--- config.mk ---
export PLATFORM = sky130hd
export DESIGN_NAME = ctrl_sequencer_unit_flat
export DESIGN_NICKNAME = d
export VERILOG_FILES = /design/src/rtl/ctrl_pkg.sv /design/src/rtl/ctrl_sequencer_unit_if.sv /design/src/rtl/seq_wait_counter.sv /design/src/rtl/ctrl_sequencer_unit.sv /design/src/flat_wrapper.sv
export SDC_FILE = /design/constraint.sdc
export NUM_CORES = 1
export LEC_CHECK = 0
export ABC_AREA = 1
export CORE_ASPECT_RATIO = 1.2
export CORE_MARGIN = 1.5
export CORE_UTILIZATION = 35
export DETAILED_ROUTE_END_ITERATION = 10
export PLACE_DENSITY = 0.73
export SYNTH_ARGS = -nofsm -noshare
export SYNTH_HDL_FRONTEND = slang
export SYNTH_SLANG_ARGS = --single-unit
--- constraint.sdc ---
create_clock -name clk -period 1.57 [get_ports clk]
set_input_delay 0.314 -clock clk [delete_from_list [all_inputs] [get_ports clk]]
set_output_delay 0.314 -clock clk [all_outputs]
set_load 0.02 [all_outputs]
--- src/rtl/ctrl_pkg.sv ---
// Shared opcode/FIFO constants, FSM state enum and strobe bundle for the
// crypto-datapath control sequencer.
package ctrl_pkg;

  localparam logic [4:0] OP_NOP   = 5'd0;
  localparam logic [4:0] OP_LDB   = 5'd1;
  localparam logic [4:0] OP_STB   = 5'd2;
  localparam logic [4:0] OP_BR    = 5'd3;
  localparam logic [4:0] OP_BRZ   = 5'd4;
  localparam logic [4:0] OP_CRYPT = 5'd5;
  localparam logic [4:0] OP_HALT  = 5'd31;

  localparam logic [1:0] FIFO_EMPTY = 2'd0;
  localparam logic [1:0] FIFO_FULL  = 2'd3;
  localparam logic [1:0] AM_ILLEGAL = 2'd3;

  typedef enum logic [3:0] {
    IDLE, LOAD, FETCH, FETCH_W, DECODE, DEC_W, EXEC, WAIT_ENG, HALT
  } state_e;

  typedef struct packed {
    logic incr_pc;
    logic reset_pc;
    logic branch_offset_en;
    logic incr_pc_write;
    logic read_data;
    logic write_data;
    logic instrn_decode;
    logic read_flag;
    logic incr_data_read;
    logic write_flag;
    logic incr_data_write;
    logic engine_start;
  } strobe_t;

  function automatic logic op_legal(input logic [4:0] op);
    return op inside {OP_NOP, OP_LDB, OP_STB, OP_BR, OP_BRZ, OP_CRYPT, OP_HALT};
  endfunction

endpackage

--- src/rtl/ctrl_sequencer_unit_if.sv ---
// Sequencer <-> datapath bundle: host load handshake, decoder/FIFO/engine
// status in, every datapath control strobe and status flag out.
interface ctrl_sequencer_unit_if;
  logic       prog_load, host_wr_valid, host_wr_ready, prog_done, run;
  logic [4:0] opcode;
  logic [1:0] operand_addr_mode;
  logic       start;
  logic [1:0] ptr_diff;
  logic       engine_done;
  logic       incr_pc, reset_pc, branch_offset_en, incr_pc_write;
  logic       read_data, write_data, instrn_decode;
  logic       read_flag, incr_data_read, write_flag, incr_data_write;
  logic       engine_start, busy, halted, error;

  modport master (
    input  prog_load, host_wr_valid, prog_done, run, opcode, operand_addr_mode,
           start, ptr_diff, engine_done,
    output host_wr_ready, incr_pc, reset_pc, branch_offset_en, incr_pc_write,
           read_data, write_data, instrn_decode, read_flag, incr_data_read,
           write_flag, incr_data_write, engine_start, busy, halted, error
  );

  modport slave (
    output prog_load, host_wr_valid, prog_done, run, opcode, operand_addr_mode,
           start, ptr_diff, engine_done,
    input  host_wr_ready, incr_pc, reset_pc, branch_offset_en, incr_pc_write,
           read_data, write_data, instrn_decode, read_flag, incr_data_read,
           write_flag, incr_data_write, engine_start, busy, halted, error
  );
endinterface

--- src/rtl/seq_wait_counter.sv ---
// Loadable down-counter shared by the fetch, decode and engine waits;
// tc is high while the count sits at zero.
module seq_wait_counter #(
  parameter int W = 7
) (
  input  logic         clk,
  input  logic         rst,
  input  logic         load,
  input  logic         en,
  input  logic [W-1:0] load_val,
  output logic         tc
);
  logic [W-1:0] cnt;

  always_ff @(posedge clk or posedge rst) begin
    if (rst)                    cnt <= '0;
    else if (load)              cnt <= load_val;
    else if (en && cnt != '0)   cnt <= cnt - W'(1);
  end

  assign tc = (cnt == '0);
endmodule

--- src/rtl/ctrl_sequencer_unit.sv ---
// Fetch/decode/execute controller: sequences program load, instruction
// fetch/decode and opcode execution, driving registered one-cycle strobes.
module ctrl_sequencer_unit
  import ctrl_pkg::*;
#(
  parameter int FETCH_LAT   = 1,
  parameter int DEC_LAT     = 1,
  parameter int ENG_TIMEOUT = 64
) (
  input logic                  clk,
  input logic                  reset,
  ctrl_sequencer_unit_if.master bus
);
  localparam int CW = $clog2(ENG_TIMEOUT + 4);

  localparam logic [3:0] S_IDLE     = 4'(IDLE);
  localparam logic [3:0] S_LOAD     = 4'(LOAD);
  localparam logic [3:0] S_FETCH    = 4'(FETCH);
  localparam logic [3:0] S_FETCH_W  = 4'(FETCH_W);
  localparam logic [3:0] S_DECODE   = 4'(DECODE);
  localparam logic [3:0] S_DEC_W    = 4'(DEC_W);
  localparam logic [3:0] S_EXEC     = 4'(EXEC);
  localparam logic [3:0] S_WAIT_ENG = 4'(WAIT_ENG);
  localparam logic [3:0] S_HALT     = 4'(HALT);

  logic [3:0]    state, state_nxt;
  strobe_t       strb_q, strb_nxt;
  logic          error_q, err_set, err_clr;
  logic          cnt_load, cnt_en, cnt_tc;
  logic [CW-1:0] cnt_val;
  logic          exec_illegal;

  assign exec_illegal = !op_legal(bus.opcode) || (bus.operand_addr_mode == AM_ILLEGAL);

  seq_wait_counter #(.W(CW)) u_wait (
    .clk      (clk),
    .rst      (reset),
    .load     (cnt_load),
    .en       (cnt_en),
    .load_val (cnt_val),
    .tc       (cnt_tc)
  );

  always_comb begin
    state_nxt = state;
    strb_nxt  = '0;
    err_set   = 1'b0;
    err_clr   = 1'b0;
    cnt_load  = 1'b0;
    cnt_en    = 1'b0;
    cnt_val   = '0;
    case (state)
      S_IDLE: begin
        if (bus.prog_load) begin
          err_clr   = 1'b1;
          state_nxt = S_LOAD;
        end else if (bus.run) begin
          strb_nxt.reset_pc = 1'b1;
          state_nxt         = S_FETCH;
        end
      end
      S_LOAD: begin
        // a write always completes before prog_done is honoured
        if (bus.host_wr_valid) begin
          strb_nxt.write_data    = 1'b1;
          strb_nxt.incr_pc_write = 1'b1;
        end else if (bus.prog_done) begin
          strb_nxt.reset_pc = 1'b1;
          state_nxt         = S_IDLE;
        end
      end
      S_FETCH: begin
        strb_nxt.read_data = 1'b1;
        cnt_load  = 1'b1;
        cnt_val   = CW'(FETCH_LAT - 1);
        state_nxt = S_FETCH_W;
      end
      S_FETCH_W: begin
        if (cnt_tc) state_nxt = S_DECODE;
        else        cnt_en    = 1'b1;
      end
      S_DECODE: begin
        strb_nxt.instrn_decode = 1'b1;
        cnt_load  = 1'b1;
        cnt_val   = CW'(DEC_LAT - 1);
        state_nxt = S_DEC_W;
      end
      S_DEC_W: begin
        if (cnt_tc) state_nxt = S_EXEC;
        else        cnt_en    = 1'b1;
      end
      S_EXEC: begin
        if (!bus.start) begin
          strb_nxt.incr_pc = 1'b1;
          state_nxt        = S_FETCH;
        end else if (exec_illegal) begin
          err_set   = 1'b1;
          state_nxt = S_HALT;
        end else begin
          case (bus.opcode)
            OP_LDB: if (bus.ptr_diff != FIFO_EMPTY) begin
              strb_nxt.read_flag      = 1'b1;
              strb_nxt.incr_data_read = 1'b1;
              strb_nxt.incr_pc        = 1'b1;
              state_nxt               = S_FETCH;
            end
            OP_STB: if (bus.ptr_diff != FIFO_FULL) begin
              strb_nxt.write_flag      = 1'b1;
              strb_nxt.incr_data_write = 1'b1;
              strb_nxt.incr_pc         = 1'b1;
              state_nxt                = S_FETCH;
            end
            OP_BR: begin
              strb_nxt.branch_offset_en = 1'b1;
              state_nxt                 = S_FETCH;
            end
            OP_BRZ: begin
              if (bus.ptr_diff == FIFO_EMPTY) strb_nxt.branch_offset_en = 1'b1;
              else                            strb_nxt.incr_pc          = 1'b1;
              state_nxt = S_FETCH;
            end
            OP_CRYPT: begin
              strb_nxt.engine_start = 1'b1;
              cnt_load  = 1'b1;
              cnt_val   = CW'(ENG_TIMEOUT - 1);
              state_nxt = S_WAIT_ENG;
            end
            OP_HALT: state_nxt = S_HALT;
            default: begin
              strb_nxt.incr_pc = 1'b1;
              state_nxt        = S_FETCH;
            end
          endcase
        end
      end
      S_WAIT_ENG: begin
        // done in the timeout cycle still counts as success
        if (bus.engine_done) begin
          strb_nxt.incr_pc = 1'b1;
          state_nxt        = S_FETCH;
        end else if (ENG_TIMEOUT != 0 && cnt_tc) begin
          err_set   = 1'b1;
          state_nxt = S_HALT;
        end else begin
          cnt_en = 1'b1;
        end
      end
      S_HALT:  if (!bus.run) state_nxt = S_IDLE;
      default: state_nxt = S_IDLE;
    endcase
  end

  always_ff @(posedge clk or posedge reset) begin
    if (reset) begin
      state   <= S_IDLE;
      strb_q  <= '0;
      error_q <= 1'b0;
    end else begin
      state  <= state_nxt;
      strb_q <= strb_nxt;
      if (err_clr)      error_q <= 1'b0;
      else if (err_set) error_q <= 1'b1;
    end
  end

  assign bus.incr_pc          = strb_q.incr_pc;
  assign bus.reset_pc         = strb_q.reset_pc;
  assign bus.branch_offset_en = strb_q.branch_offset_en;
  assign bus.incr_pc_write    = strb_q.incr_pc_write;
  assign bus.read_data        = strb_q.read_data;
  assign bus.write_data       = strb_q.write_data;
  assign bus.instrn_decode    = strb_q.instrn_decode;
  assign bus.read_flag        = strb_q.read_flag;
  assign bus.incr_data_read   = strb_q.incr_data_read;
  assign bus.write_flag       = strb_q.write_flag;
  assign bus.incr_data_write  = strb_q.incr_data_write;
  assign bus.engine_start     = strb_q.engine_start;
  assign bus.host_wr_ready    = (state == S_LOAD);
  assign bus.busy             = (state != S_IDLE) && (state != S_HALT);
  assign bus.halted           = (state == S_HALT);
  assign bus.error            = error_q;
endmodule

--- src/flat_wrapper.sv ---
// flat-port wrapper written by rule: the top's interface ports become plain ports
module ctrl_sequencer_unit_flat import ctrl_pkg::*;
#(
  parameter int FETCH_LAT   = 1,
  parameter int DEC_LAT     = 1,
  parameter int ENG_TIMEOUT = 64
)
  (clk, reset, bus_prog_load, bus_host_wr_valid, bus_prog_done, bus_run, bus_opcode, bus_operand_addr_mode, bus_start, bus_ptr_diff, bus_engine_done, bus_host_wr_ready, bus_incr_pc, bus_reset_pc, bus_branch_offset_en, bus_incr_pc_write, bus_read_data, bus_write_data, bus_instrn_decode, bus_read_flag, bus_incr_data_read, bus_write_flag, bus_incr_data_write, bus_engine_start, bus_busy, bus_halted, bus_error);
  ctrl_sequencer_unit_if bus_i ();
  input logic clk;
  input logic reset;
  input wire logic [$bits(bus_i.prog_load)-1:0] bus_prog_load;
  input wire logic [$bits(bus_i.host_wr_valid)-1:0] bus_host_wr_valid;
  input wire logic [$bits(bus_i.prog_done)-1:0] bus_prog_done;
  input wire logic [$bits(bus_i.run)-1:0] bus_run;
  input wire logic [$bits(bus_i.opcode)-1:0] bus_opcode;
  input wire logic [$bits(bus_i.operand_addr_mode)-1:0] bus_operand_addr_mode;
  input wire logic [$bits(bus_i.start)-1:0] bus_start;
  input wire logic [$bits(bus_i.ptr_diff)-1:0] bus_ptr_diff;
  input wire logic [$bits(bus_i.engine_done)-1:0] bus_engine_done;
  output wire logic [$bits(bus_i.host_wr_ready)-1:0] bus_host_wr_ready;
  output wire logic [$bits(bus_i.incr_pc)-1:0] bus_incr_pc;
  output wire logic [$bits(bus_i.reset_pc)-1:0] bus_reset_pc;
  output wire logic [$bits(bus_i.branch_offset_en)-1:0] bus_branch_offset_en;
  output wire logic [$bits(bus_i.incr_pc_write)-1:0] bus_incr_pc_write;
  output wire logic [$bits(bus_i.read_data)-1:0] bus_read_data;
  output wire logic [$bits(bus_i.write_data)-1:0] bus_write_data;
  output wire logic [$bits(bus_i.instrn_decode)-1:0] bus_instrn_decode;
  output wire logic [$bits(bus_i.read_flag)-1:0] bus_read_flag;
  output wire logic [$bits(bus_i.incr_data_read)-1:0] bus_incr_data_read;
  output wire logic [$bits(bus_i.write_flag)-1:0] bus_write_flag;
  output wire logic [$bits(bus_i.incr_data_write)-1:0] bus_incr_data_write;
  output wire logic [$bits(bus_i.engine_start)-1:0] bus_engine_start;
  output wire logic [$bits(bus_i.busy)-1:0] bus_busy;
  output wire logic [$bits(bus_i.halted)-1:0] bus_halted;
  output wire logic [$bits(bus_i.error)-1:0] bus_error;
  assign bus_i.prog_load = bus_prog_load;
  assign bus_i.host_wr_valid = bus_host_wr_valid;
  assign bus_i.prog_done = bus_prog_done;
  assign bus_i.run = bus_run;
  assign bus_i.opcode = bus_opcode;
  assign bus_i.operand_addr_mode = bus_operand_addr_mode;
  assign bus_i.start = bus_start;
  assign bus_i.ptr_diff = bus_ptr_diff;
  assign bus_i.engine_done = bus_engine_done;
  assign bus_host_wr_ready = bus_i.host_wr_ready;
  assign bus_incr_pc = bus_i.incr_pc;
  assign bus_reset_pc = bus_i.reset_pc;
  assign bus_branch_offset_en = bus_i.branch_offset_en;
  assign bus_incr_pc_write = bus_i.incr_pc_write;
  assign bus_read_data = bus_i.read_data;
  assign bus_write_data = bus_i.write_data;
  assign bus_instrn_decode = bus_i.instrn_decode;
  assign bus_read_flag = bus_i.read_flag;
  assign bus_incr_data_read = bus_i.incr_data_read;
  assign bus_write_flag = bus_i.write_flag;
  assign bus_incr_data_write = bus_i.incr_data_write;
  assign bus_engine_start = bus_i.engine_start;
  assign bus_busy = bus_i.busy;
  assign bus_halted = bus_i.halted;
  assign bus_error = bus_i.error;
  ctrl_sequencer_unit #(.FETCH_LAT(FETCH_LAT), .DEC_LAT(DEC_LAT), .ENG_TIMEOUT(ENG_TIMEOUT)) u_core (.clk(clk), .reset(reset), .bus(bus_i));
endmodule
==> impl_metrics.tcl <==
set metrics [dict create \
    first_pass_iters 4 \
    drt_iter0_markers 21 \
    clk-insertion-delay-late_ns 0.26 \
    nNetsFinal 282 \
    max_cap_viol_count 0 \
    worst_slew_pin_slew_ns 0.279 \
    netlist_instances 196 \
    power_switching_uw 1270 \
    crit_type "flop to primary output" \
    dpl_worst_slack_ns -0.312 \
    clkPwrFrac 0.120 \
    io_pins 33 \
    core_um2 3690 \
    cts_sinks 21 \
    yosysUniqueCellTypes 26 \
    setup_viol 0 \
    critical_path_required_ns 1.26 \
    die_width_um 60.0 \
    p_per_area_nw_per_um2 1440 \
    syn_nets 214 \
    p_leak_uw 0.00120 \
    synthToLayoutAreaGrowth_pct 52.2 \
    post-route-period-util 0.971 \
    p_seq_frac 0.275 \
    fin_crit_ns 1.52 \
    gp_congestion 0.832 \
    worstPathMaxFanout 2 \
    grt_pass1_vias 1396 \
    die_h_um 71.4 \
    slew_violations 0 \
    synthFlopType "dfrtp_1" \
    path_buf_inv 1 \
    intPower_uw 1730 \
    status "finished, final reports clean" \
    antenna_found_initial 0 \
    clock_path_buffers 2 \
    worst_slack_ns 0.0459 \
    synth.top_cell.area_share 0.385 \
    postPlaceCellArea_um2 1970 \
    drt_wl_total_um 3130 \
    p_total_uw 3000 \
    hold_buffers 0 \
    synth_most_common_cell "nand2_1" \
    viasPerCell 4.58 \
    rows 24 \
    grt_pass1_wl_um 5390 \
    timing.critical_path.cells "clkdlybuf4s50_1" \
    ant_nets 0 \
    combPwrFrac 0.606 \
    start_util 0.370 \
    gr-usage-all-layers 0.163 \
    synthArstFlopShare 1.00 \
    ys_warn_count 0 \
    fin_skew_ns 0.00372 \
    wl_per_cell_um 9.95 \
    drive_gt1_frac 0.259 \
    path_delay_family "buffers and inverters" \
    grt_max_degree 22 \
    num_antenna_cells 0 \
    cp-start-kind "flop" \
    cts-root-buf "clkbuf_8" \
    finalHoldViolCount 0 \
    synth_edf_count 0 \
    yosysTopAreaCell "dfrtp_1" \
    slowest_delay_ns 0.60 \
    dieArea_um2 4290 \
    cts_max_level 1 \
    synth_area_um2 1370 \
    synth-seq-cells 21 \
    syn_area_per_cell_um2 6.96 \
    utilization 0.562 \
    swShare 0.424 \
    relSlewSlack 0.814 \
    synth.area.top_cells "dfrtp_1 (38%), nand2_1 (18%), nor2_1 (6.6%)" \
    yosysSeqAreaShare 0.385 \
    hold_class "input port to async pin" \
    rsz0062_at_grt "true" \
    worstPathArrival_ns 1.21 \
    design_area_um2 2080 \
    vias 1444 \
    peakVddDrop_mv 0.537 \
    drc 0 \
    tns_ns 0 \
    setup.worst_path.end_class "primary output" \
    cts_tree "yes" \
    cts_buffers 3 \
    clkTransAtPathRegs_ns 0.08 \
    grt_overflow 0 \
    timing.fmax_ghz 0.656 \
    dpl.hpwl_um 2430 \
    synth_commonest_cells "nand2_1 (64), nor2_1 (24), inv_1 (23), dfrtp_1 (21), nand3_1 (15)" \
    numPortBuffers 32 \
    crit_slowest_cell "clkdlybuf4s50_1" \
]
layout make-up:
| type | instances | area, µm² |
|---|---|---|
| repair buffers | 68 | 592 |
| flip-flops and latches | 21 | 526 |
| clock buffers | 3 | 41.3 |
| well taps | 52 | 65.1 |
| clock inverters | 1 | 5.00 |
| multi-input cells | 144 | 751 |
| fillers | 345 | 1620 |
| inverters | 26 | 97.6 |
power groups by stage:
stage	Combinational [µW]	Sequential, µW	Clock (µW)
floorplan	1010	874	0
global placement	1750	828	0
detailed placement	1770	825	0
CTS	1760	822	371
global route	2040	842	387
finish	1820	824	359
worst register-to-register path, delay by kind of cell, from the launching register on:
| kind | cells | cell delay (ns) |
|---|---|---|
| buffers and inverters | 1 | 0.14 |
| and+or+nand+nor | 9 | 0.88 |
| DFF | 1 | 0.38 |
metal layers:
layer  share of wire  track usage  vias up
met5               0            0        -
li1                -            -      749
met1            0.42        0.195      658
met3           0.043       0.0271        5
met2            0.52        0.281       32
met4           0.018       0.0667        0
stage by stage:
stage	hold WS, ns	cells
6_report	0.379	315
5_1_grt	0.413	315
2_1_floorplan	0.291	196
3_5_place_dp	0.520	310
4_1_cts	0.387	314
3_3_place_gp	0.520	310
worst paths after layout:
| path | start | end | slack (ns) | cells past startpoint |
|---|---|---|---|---|
| worst max-delay path | u_core.bus.incr_data_write | bus_incr_data_write | 0.05 | 1 |
| worst min-delay path | reset | u_core.u_wait.cnt[0] | 0.38 | 3 |
| worst max register to register | u_core.state[3] | u_core.state[2] | 0.11 | 10 |
| worst min register to register | u_core.bus.error | u_core.bus.error | 0.53 | 2 |
| max in group asynchronous | reset | u_core.bus.branch_offset_en | 0.96 | 3 |
| min in group clk | bus_opcode[1] | u_core.bus.branch_offset_en | 0.52 | 4 |
cells in the final DEF (no fill, tap or decap):
cell | Yosys | layout
a21oi_1 | 2 | 2
and2_2 | 1 | 1
buf_2 | 0 | 3
buf_4 | 3 | 36
clkbuf_8 | 0 | 3
clkdlybuf4s50_1 | 0 | 21
clkinv_2 | 0 | 1
dfrtp_1 | 21 | 21
dlygate4sd2_1 | 0 | 1
dlymetal6s2s_1 | 0 | 7
ha_1 | 1 | 1
inv_1 | 23 | 22
inv_2 | 3 | 4
nand2_1 | 64 | 63
nand2_2 | 1 | 2
nand2_4 | 1 | 1
nand3_1 | 15 | 12
nand3_2 | 2 | 4
nand3_4 | 0 | 1
nand3b_1 | 1 | 1
nand4_1 | 8 | 8
nor2_1 | 24 | 19
nor2_2 | 4 | 7
nor2_4 | 1 | 3
nor3_1 | 2 | 2
nor3_4 | 0 | 1
o21ai_0 | 9 | 8
o21ai_1 | 1 | 2
o21bai_4 | 1 | 1
o22ai_1 | 1 | 1
xnor2_1 | 3 | 3
xor2_1 | 1 | 1
flip-flops by register name (all words and copies together) (netlist names):
signal,cells
u_core.bus.reset_pc,1
u_core.bus.incr_pc,1
u_core.bus.branch_offset_en,1
u_core.bus.read_data,1
u_core.bus.engine_start,1
u_core.bus.error,1
u_core.bus.incr_data_write,1
u_core.bus.incr_pc_write,1
u_core.bus.instrn_decode,1
u_core.state,4
u_core.u_wait.cnt,7
u_core.bus.incr_data_read,1
timing repair:
| action | CTS | global route |
|---|---|---|
| pin swaps | 0 | 2 |
| setup buffers | 0 | 1 |
| setup endpoints to repair | 11 | 18 |
| endpoints found under the hold margin | 0 | 0 |
| resized for setup | 17 | 18 |
cell families (layout without fill, tap and decap cells):
| kind of cell | count (synthesis) | after routing | synth area share |
|---|---|---|---|
| AOI/OAI and AO/OA | 14 | 14 | 0.0623 |
| xor gates and xnor gates | 4 | 4 | 0.0257 |
| adders and majority gates | 1 | 1 | 0.00916 |
| buffers and inverters | 31 | 98 | 0.104 |
| and+or+nand+nor | 125 | 125 | 0.413 |
| DFF | 21 | 21 | 0.385 |
(Power assumes the default switching activity.)
